[config.mk]
export PLATFORM = sky130hd
export DESIGN_NAME = weight_mac_b4
export DESIGN_NICKNAME = d
export VERILOG_FILES = /design/src/rtl/weight_mac_b4_pkg.sv /design/src/rtl/weight_mac_lane.sv /design/src/rtl/weight_mac_b4.sv
export SDC_FILE = /design/constraint.sdc
export NUM_CORES = 2
export LEC_CHECK = 0
export BUFFER_PORTS_ARGS = -buffer_cell sky130_fd_sc_hd__buf_2
export CAP_MARGIN = 20
export CORE_ASPECT_RATIO = 0.8
export CORE_MARGIN = 2
export CORE_UTILIZATION = 54
export CTS_BUF_LIST = sky130_fd_sc_hd__clkbuf_16
export DETAILED_ROUTE_END_ITERATION = 8
export GPL_TIMING_DRIVEN = 0
export HOLD_SLACK_MARGIN = 0.05
export PLACE_DENSITY = 0.74
export SLEW_MARGIN = 20
export SYNTH_ARGS = -nofsm -noshare
export SYNTH_HDL_FRONTEND = slang
export SYNTH_SLANG_ARGS = --single-unit
[constraint.sdc]
create_clock -name clk -period 15.1 [get_ports clk]
set_input_delay 0.755 -clock clk [delete_from_list [all_inputs] [get_ports clk]]
set_output_delay 0.755 -clock clk [all_outputs]
set_load 0.05 [all_outputs]
[src/rtl/weight_mac_b4_pkg.sv]
// Shared widths, channel/beat geometry and engine state encoding for the
// 4-lane weight dot-product engine.
package weight_mac_b4_pkg;
  localparam int W_W    = 7;
  localparam int A_W    = 8;
  localparam int N_CH   = 32;
  localparam int LANES  = 4;
  localparam int BEATS  = 8;
  localparam int ACC_W  = 20;
  localparam int CH_W   = $clog2(N_CH);
  localparam int BEAT_W = $clog2(BEATS);
  localparam int PROD_W = W_W + A_W;

  typedef enum logic {
    ST_IDLE = 1'b0,
    ST_MAC  = 1'b1
  } eng_state_e;
endpackage

[src/rtl/weight_mac_lane.sv]
// One signed-weight by unsigned-activation multiplier lane.
module weight_mac_lane
  import weight_mac_b4_pkg::*;
(
  input  logic signed [W_W-1:0]    w,
  input  logic        [A_W-1:0]    a,
  output logic signed [PROD_W-1:0] p
);
  logic signed [PROD_W-1:0] w_ext;
  logic signed [PROD_W-1:0] a_ext;

  // Activation gets a zero sign bit so the product stays a signed multiply.
  always_comb begin
    w_ext = PROD_W'(w);
    a_ext = PROD_W'({1'b0, a});
    p     = w_ext * a_ext;
  end
endmodule

[src/rtl/weight_mac_b4.sv]
// Per-channel weight dot product: one-deep weight event slot, held activation
// vector, and an 8-beat, 4-lane multiply-accumulate engine.
module weight_mac_b4
  import weight_mac_b4_pkg::*;
(
  input  logic                      clk,
  input  logic                      rst_n,
  input  logic [N_CH*W_W-1:0]       w_flat,
  input  logic [N_CH-1:0]           new_weight_val,
  input  logic [N_CH*A_W-1:0]       act_flat,
  input  logic                      act_valid,
  output logic                      act_ready,
  output logic                      out_valid,
  output logic [CH_W-1:0]           out_ch,
  output logic signed [ACC_W-1:0]   out_sum,
  output logic                      frame_done,
  output logic                      err_overflow
);
  function automatic logic [CH_W-1:0] lowest_idx(input logic [N_CH-1:0] v);
    lowest_idx = '0;
    for (int i = N_CH - 1; i >= 0; i--)
      if (v[i]) lowest_idx = CH_W'(i);
  endfunction

  logic [N_CH-1:0]          nwv_q;
  logic                     armed_q;
  logic [N_CH-1:0]          evt_p0;
  logic                     evt_any_p0;
  logic                     evt_multi_p0;
  logic                     pend_full_p0;
  logic [N_CH*W_W-1:0]      pend_w_p0;
  logic [CH_W-1:0]          pend_ch_p0;
  logic                     act_held;
  logic [N_CH*A_W-1:0]      act_q;
  eng_state_e               state_q, state_d;
  logic                     start_p1, last_p1, frame_clr_p1;
  logic [BEAT_W-1:0]        beat_p1;
  logic [N_CH*W_W-1:0]      work_w_p1;
  logic [CH_W-1:0]          work_ch_p1;
  logic signed [ACC_W-1:0]  acc_p1, acc_next_p1, beat_sum_p1;
  logic signed [W_W-1:0]    lane_w [LANES];
  logic [A_W-1:0]           lane_a [LANES];
  logic signed [PROD_W-1:0] lane_p [LANES];
  logic signed [PROD_W:0]   sum01, sum23;
  logic signed [PROD_W+1:0] sum_all;

  // Stage p0: rising-edge detect on the loader thermometer; the first edge
  // after reset only learns the current level so stale-high bits are not new.
  always_comb begin
    evt_p0       = armed_q ? (new_weight_val & ~nwv_q) : '0;
    evt_any_p0   = |evt_p0;
    evt_multi_p0 = |(evt_p0 & (evt_p0 - N_CH'(1)));
  end

  always_ff @(posedge clk or negedge rst_n) begin
    if (!rst_n) begin
      nwv_q        <= '0;
      armed_q      <= 1'b0;
      pend_full_p0 <= 1'b0;
      pend_w_p0    <= '0;
      pend_ch_p0   <= '0;
      err_overflow <= 1'b0;
    end else begin
      nwv_q   <= new_weight_val;
      armed_q <= 1'b1;
      if (evt_any_p0 && (!pend_full_p0 || start_p1)) begin
        pend_full_p0 <= 1'b1;
        pend_w_p0    <= w_flat;
        pend_ch_p0   <= lowest_idx(evt_p0);
      end else if (start_p1) begin
        pend_full_p0 <= 1'b0;
      end
      if (evt_multi_p0 || (evt_any_p0 && pend_full_p0 && !start_p1))
        err_overflow <= 1'b1;
    end
  end

  assign act_ready = !act_held;

  always_ff @(posedge clk or negedge rst_n) begin
    if (!rst_n) begin
      act_held <= 1'b0;
      act_q    <= '0;
    end else if (act_valid && !act_held) begin
      act_held <= 1'b1;
      act_q    <= act_flat;
    end else if (frame_clr_p1) begin
      act_held <= 1'b0;
    end
  end

  // Stage p1: engine control; a last beat with a full slot chains straight
  // into the next channel without visiting IDLE.
  always_comb begin
    state_d  = state_q;
    start_p1 = 1'b0;
    last_p1  = 1'b0;
    case (state_q)
      ST_IDLE: begin
        if (pend_full_p0 && act_held) begin
          state_d  = ST_MAC;
          start_p1 = 1'b1;
        end
      end
      ST_MAC: begin
        if (beat_p1 == BEAT_W'(BEATS - 1)) begin
          last_p1 = 1'b1;
          if (pend_full_p0) start_p1 = 1'b1;
          else              state_d  = ST_IDLE;
        end
      end
      default: state_d = ST_IDLE;
    endcase
  end

  assign frame_clr_p1 = last_p1 && (work_ch_p1 == CH_W'(N_CH - 1));

  always_ff @(posedge clk or negedge rst_n) begin
    if (!rst_n) state_q <= ST_IDLE;
    else        state_q <= state_d;
  end

  always_comb begin
    for (int j = 0; j < LANES; j++) begin
      lane_w[j] = work_w_p1[(LANES * int'(beat_p1) + j) * W_W +: W_W];
      lane_a[j] = act_q[(LANES * int'(beat_p1) + j) * A_W +: A_W];
    end
  end

  for (genvar j = 0; j < LANES; j++) begin : g_lane
    weight_mac_lane u_lane (
      .w (lane_w[j]),
      .a (lane_a[j]),
      .p (lane_p[j])
    );
  end

  always_comb begin
    sum01       = (PROD_W + 1)'(lane_p[0]) + (PROD_W + 1)'(lane_p[1]);
    sum23       = (PROD_W + 1)'(lane_p[2]) + (PROD_W + 1)'(lane_p[3]);
    sum_all     = (PROD_W + 2)'(sum01) + (PROD_W + 2)'(sum23);
    beat_sum_p1 = ACC_W'(sum_all);
    acc_next_p1 = acc_p1 + beat_sum_p1;
  end

  always_ff @(posedge clk or negedge rst_n) begin
    if (!rst_n) begin
      beat_p1    <= '0;
      acc_p1     <= '0;
      work_w_p1  <= '0;
      work_ch_p1 <= '0;
    end else if (start_p1) begin
      beat_p1    <= '0;
      acc_p1     <= '0;
      work_w_p1  <= pend_w_p0;
      work_ch_p1 <= pend_ch_p0;
    end else if (state_q == ST_MAC) begin
      beat_p1 <= beat_p1 + BEAT_W'(1);
      acc_p1  <= acc_next_p1;
    end
  end

  // Stage p2: result registers, held between strobes.
  always_ff @(posedge clk or negedge rst_n) begin
    if (!rst_n) begin
      out_valid  <= 1'b0;
      out_ch     <= '0;
      out_sum    <= '0;
      frame_done <= 1'b0;
    end else begin
      out_valid  <= last_p1;
      frame_done <= frame_clr_p1;
      if (last_p1) begin
        out_ch  <= work_ch_p1;
        out_sum <= acc_next_p1;
      end
    end
  end
endmodule

==> summary.md <==
| Metric | Value |
|---|---|
| Die Ht | `277 um` |
| DRT Pass-1 Iters | `5` |
| RSZ-0062 raised after global routing | `no` |
| Count leader, synth | `nand2_1` |
| Status | `finished clean` |
| Share of cells above drive strength 1 | `32.2%` |
| TritonCTS clock tree | `built` |
| All-layer global routing usage | `40.2%` |
| Endpoints failing setup | `0` |
| Normalized max-slew margin | `14.8%` |
| Vias in the first global route | `39500` |
| Max-cap violations | `0` |
| Clock sink total | `801` |
| P_leak | `27.7 nW` |
| Die footprint | `95900 um^2` |
| Site row count | `100` |
| Fin area | `58100 um^2` |
| First-pass GRT wire length | `276 mm` |
| CP peak stage delay | `600 ps` |
| Clock root buffer master | `clkbuf_16` |
| Vias | `39700` |
| Skew final | `27.2 ps` |
| Area growth, synth to finish | `15.2%` |
| Clock Pin Slew Worst Setup and Hold Paths | `60 ps` |
| Final hold vios | `0` |
| DIE WIDTH | `346 um` |
| Number of synthesized flops with an enable pin | `0` |
| Synth unique cells | `84` |
| Worst-path maximum fanout | `19` |
| Post-Synthesis Cells | `4415` |
| Synth cell count leaders | `nand2_1 (884), dfrtp_1 (801), mux2_2 (551)` |
| DR iter-0 viols | `4250` |
| Post-layout minimum cycle time | `14610 ps` |
| Netlist Area Pre-Place | `50400 um^2` |
| Hold WS | `157 ps` |
| WL per Instance | `30.0 um` |
| Setup_tns | `0 ps` |
| Top cell type's share of synthesized area | `39.8%` |
| Pin count of the biggest net entering global routing | `101` |
| Synthesized Nets | `5293` |
| Pwr dens | `221 nW/um^2` |
| Slew Limit Fails | `0` |
| Final worst-path cycle share | `96.7%` |
| Crit. End Element | `flip-flop` |
| TritonCTS Buffers | `81` |
| Initial antenna violation count | `52` |
| Worst endpoint required time | `15680 ps` |
| Worst-margin pin slew | `1280 ps` |
| Final Non-Filler Cells | `6377` |
| Critical path class | `flip-flop to flip-flop` |
| Core box area | `92800 um^2` |
| GR Overflow Total | `0` |
| Post-layout nets | `5940` |
| Clock Latency Late Sink | `710 ps` |
| Setup crit start kind | `flip-flop` |
| Main flop type after synthesis | `dfrtp_1` |
| Placed instance count | `6193` |
| Max clock buf depth | `3` |
| Initial Util | `54.3%` |
| Worst EP arrival | `15180 ps` |
| Area contributors post-synth | `dfrtp_1 (40%), mux2_2 (12%), mux4_2 (12%)` |
| Fmax | `0.0685 GHz` |
| Yosys reg bits | `801` |
| Port Buffers | `543` |
| YS warnings | `0` |
| Post-route ant nets | `0` |
| CP most frequent cell | `buf_6` |
| Slowest CP cell | `mux4_2` |
| Drt drc | `0` |
| GP Congestion | `1.05` |
| HPWL Detailed | `151 mm` |
| HP Class | `primary input to flip-flop` |
| Synthesized area per cell | `11.4 um^2` |
| Final core area utilization | `62.6%` |
| Num ports | `544` |
| Post-synthesis sequential area ratio | `39.8%` |
| Number of H-tree levels | `3` |
| Drt total wl | `192 mm` |
| Area leader, netlist | `dfrtp_1` |
| Peak VDD IR | `1.12 mV` |
| Synth async-reset ratio | `100%` |
| Vias/cell | `6.23` |
| Area after DPL | `55000 um^2` |
-- logic make-up (layout without fill, tap and decap cells) --
| group | Yosys count | count (layout) | synth area share [%] |
|---|---|---|---|
| xor gates and xnor gates | 89 | 89 | 1.66 |
| and+or+nand+nor | 1333 | 1333 | 11.2 |
| DFF | 801 | 801 | 39.8 |
| adders and majority gates | 366 | 366 | 11.7 |
| other | 1 | 32 | 0.00744 |
| muxes | 944 | 944 | 26.8 |
| buffers and inverters | 496 | 1203 | 4.06 |
| AOI/OAI and AO/OA | 385 | 385 | 4.81 |
-- layout by cell type (no fill, tap or decap), types with 82 or more instances in the layout --
master     synthesis  layout
a21oi_1           86      84
buf_2             34     574
clkbuf_1         160     136
clkbuf_16          0      82
dfrtp_1          801     800
fa_1             175     174
ha_1             188     188
inv_1            254     277
mux2_2           551     550
mux2i_1          115     109
mux4_2           270     270
nand2_1          884     883
nor2_1           183     183
o21ai_0          136     136
-- report_power, final --
group / internal [mW] / switching, mW / leakage [nW]
clock network: 1.08 / 0.920 / 1.33
registers: 2.52 / 0.230 / 9.68
logic: 3.63 / 4.46 / 16.7
total: 7.23 / 5.61 / 27.7
-- stage by stage --
step / total power, mW / setup slack [ps]
4_1_cts: 12.8 / 0.227
6_report: 12.8 / 494
2_1_floorplan: 8.87 / 940
3_3_place_gp: 10.5 / -5660
3_5_place_dp: 10.8 / -5260
5_1_grt: 13.9 / 12.6
-- layer usage --
layer	global-route usage, %	part of all wire [%]	vias to the layer above
li1	-	-	16600
met3	14.9	12	429
met5	0.647	0.19	-
met4	15.3	4.2	44
met1	58.7	43	20300
met2	54.1	40	2301
-- critical path, delay by kind of cell (launching register included) --
kind | cells | cell delay [ps]
simple gates | 8 | 1090
fa+ha+maj | 9 | 3630
xor+xnor | 6 | 1470
flops | 1 | 470
compound gates | 11 | 2240
mux | 3 | 1240
buf+inv | 20 | 4180
-- registers in the layout (all words and copies together) (netlist names), 3 cells and up --
register and flops:
work_ch_p1 5, work_w_p1 224, pend_w_p0 224, acc_p1 20, beat_p1 3, pend_ch_p0 5, act_q 256, out_sum 20
nwv_q 32, out_ch 5
-- path summary, 6_finish.rpt --
| path | end | cells after the start | slack, ps | startpoint |
|---|---|---|---|---|
| worst max-delay path | out_sum[19] | 57 | 490 | beat_p1[0] |
| worst min-delay path | nwv_q[26] | 1 | 160 | new_weight_val[26] |
| worst max register to register | out_sum[19] | 57 | 490 | beat_p1[0] |
| worst min register to register | work_w_p1[0] | 2 | 460 | pend_w_p0[0] |
| max in group asynchronous | work_w_p1[37] | 6 | 12460 | rst_n |
| min in group asynchronous | out_sum[6] | 2 | 530 | rst_n |
-- timing repair --
| item | 4_1_cts | 5_1_grt |
|---|---|---|
| setup buffers | 9 | 3 |
| gates resized for setup | 60 | 17 |
| endpoints found under the setup margin | 36 | 12 |
| pin swaps | 3 | 1 |
| hold buffers | 1 | 0 |
| endpoints found under the hold margin | 42 | 0 |
-- final cells by class --
class / instances / area, um^2
Antenna cell: 31 / 77.6
Inverter: 259 / 975
Clock inverter: 62 / 559
Timing Repair Buffer: 568 / 3110
Sequential cell: 801 / 20000
Multi-Input combinational cell: 3118 / 28500
Clock buffer: 81 / 2030
Tap cell: 1224 / 1530
Buffer: 233 / 1210
Fill cell: 7393 / 34800
(Power assumes the default switching activity.)
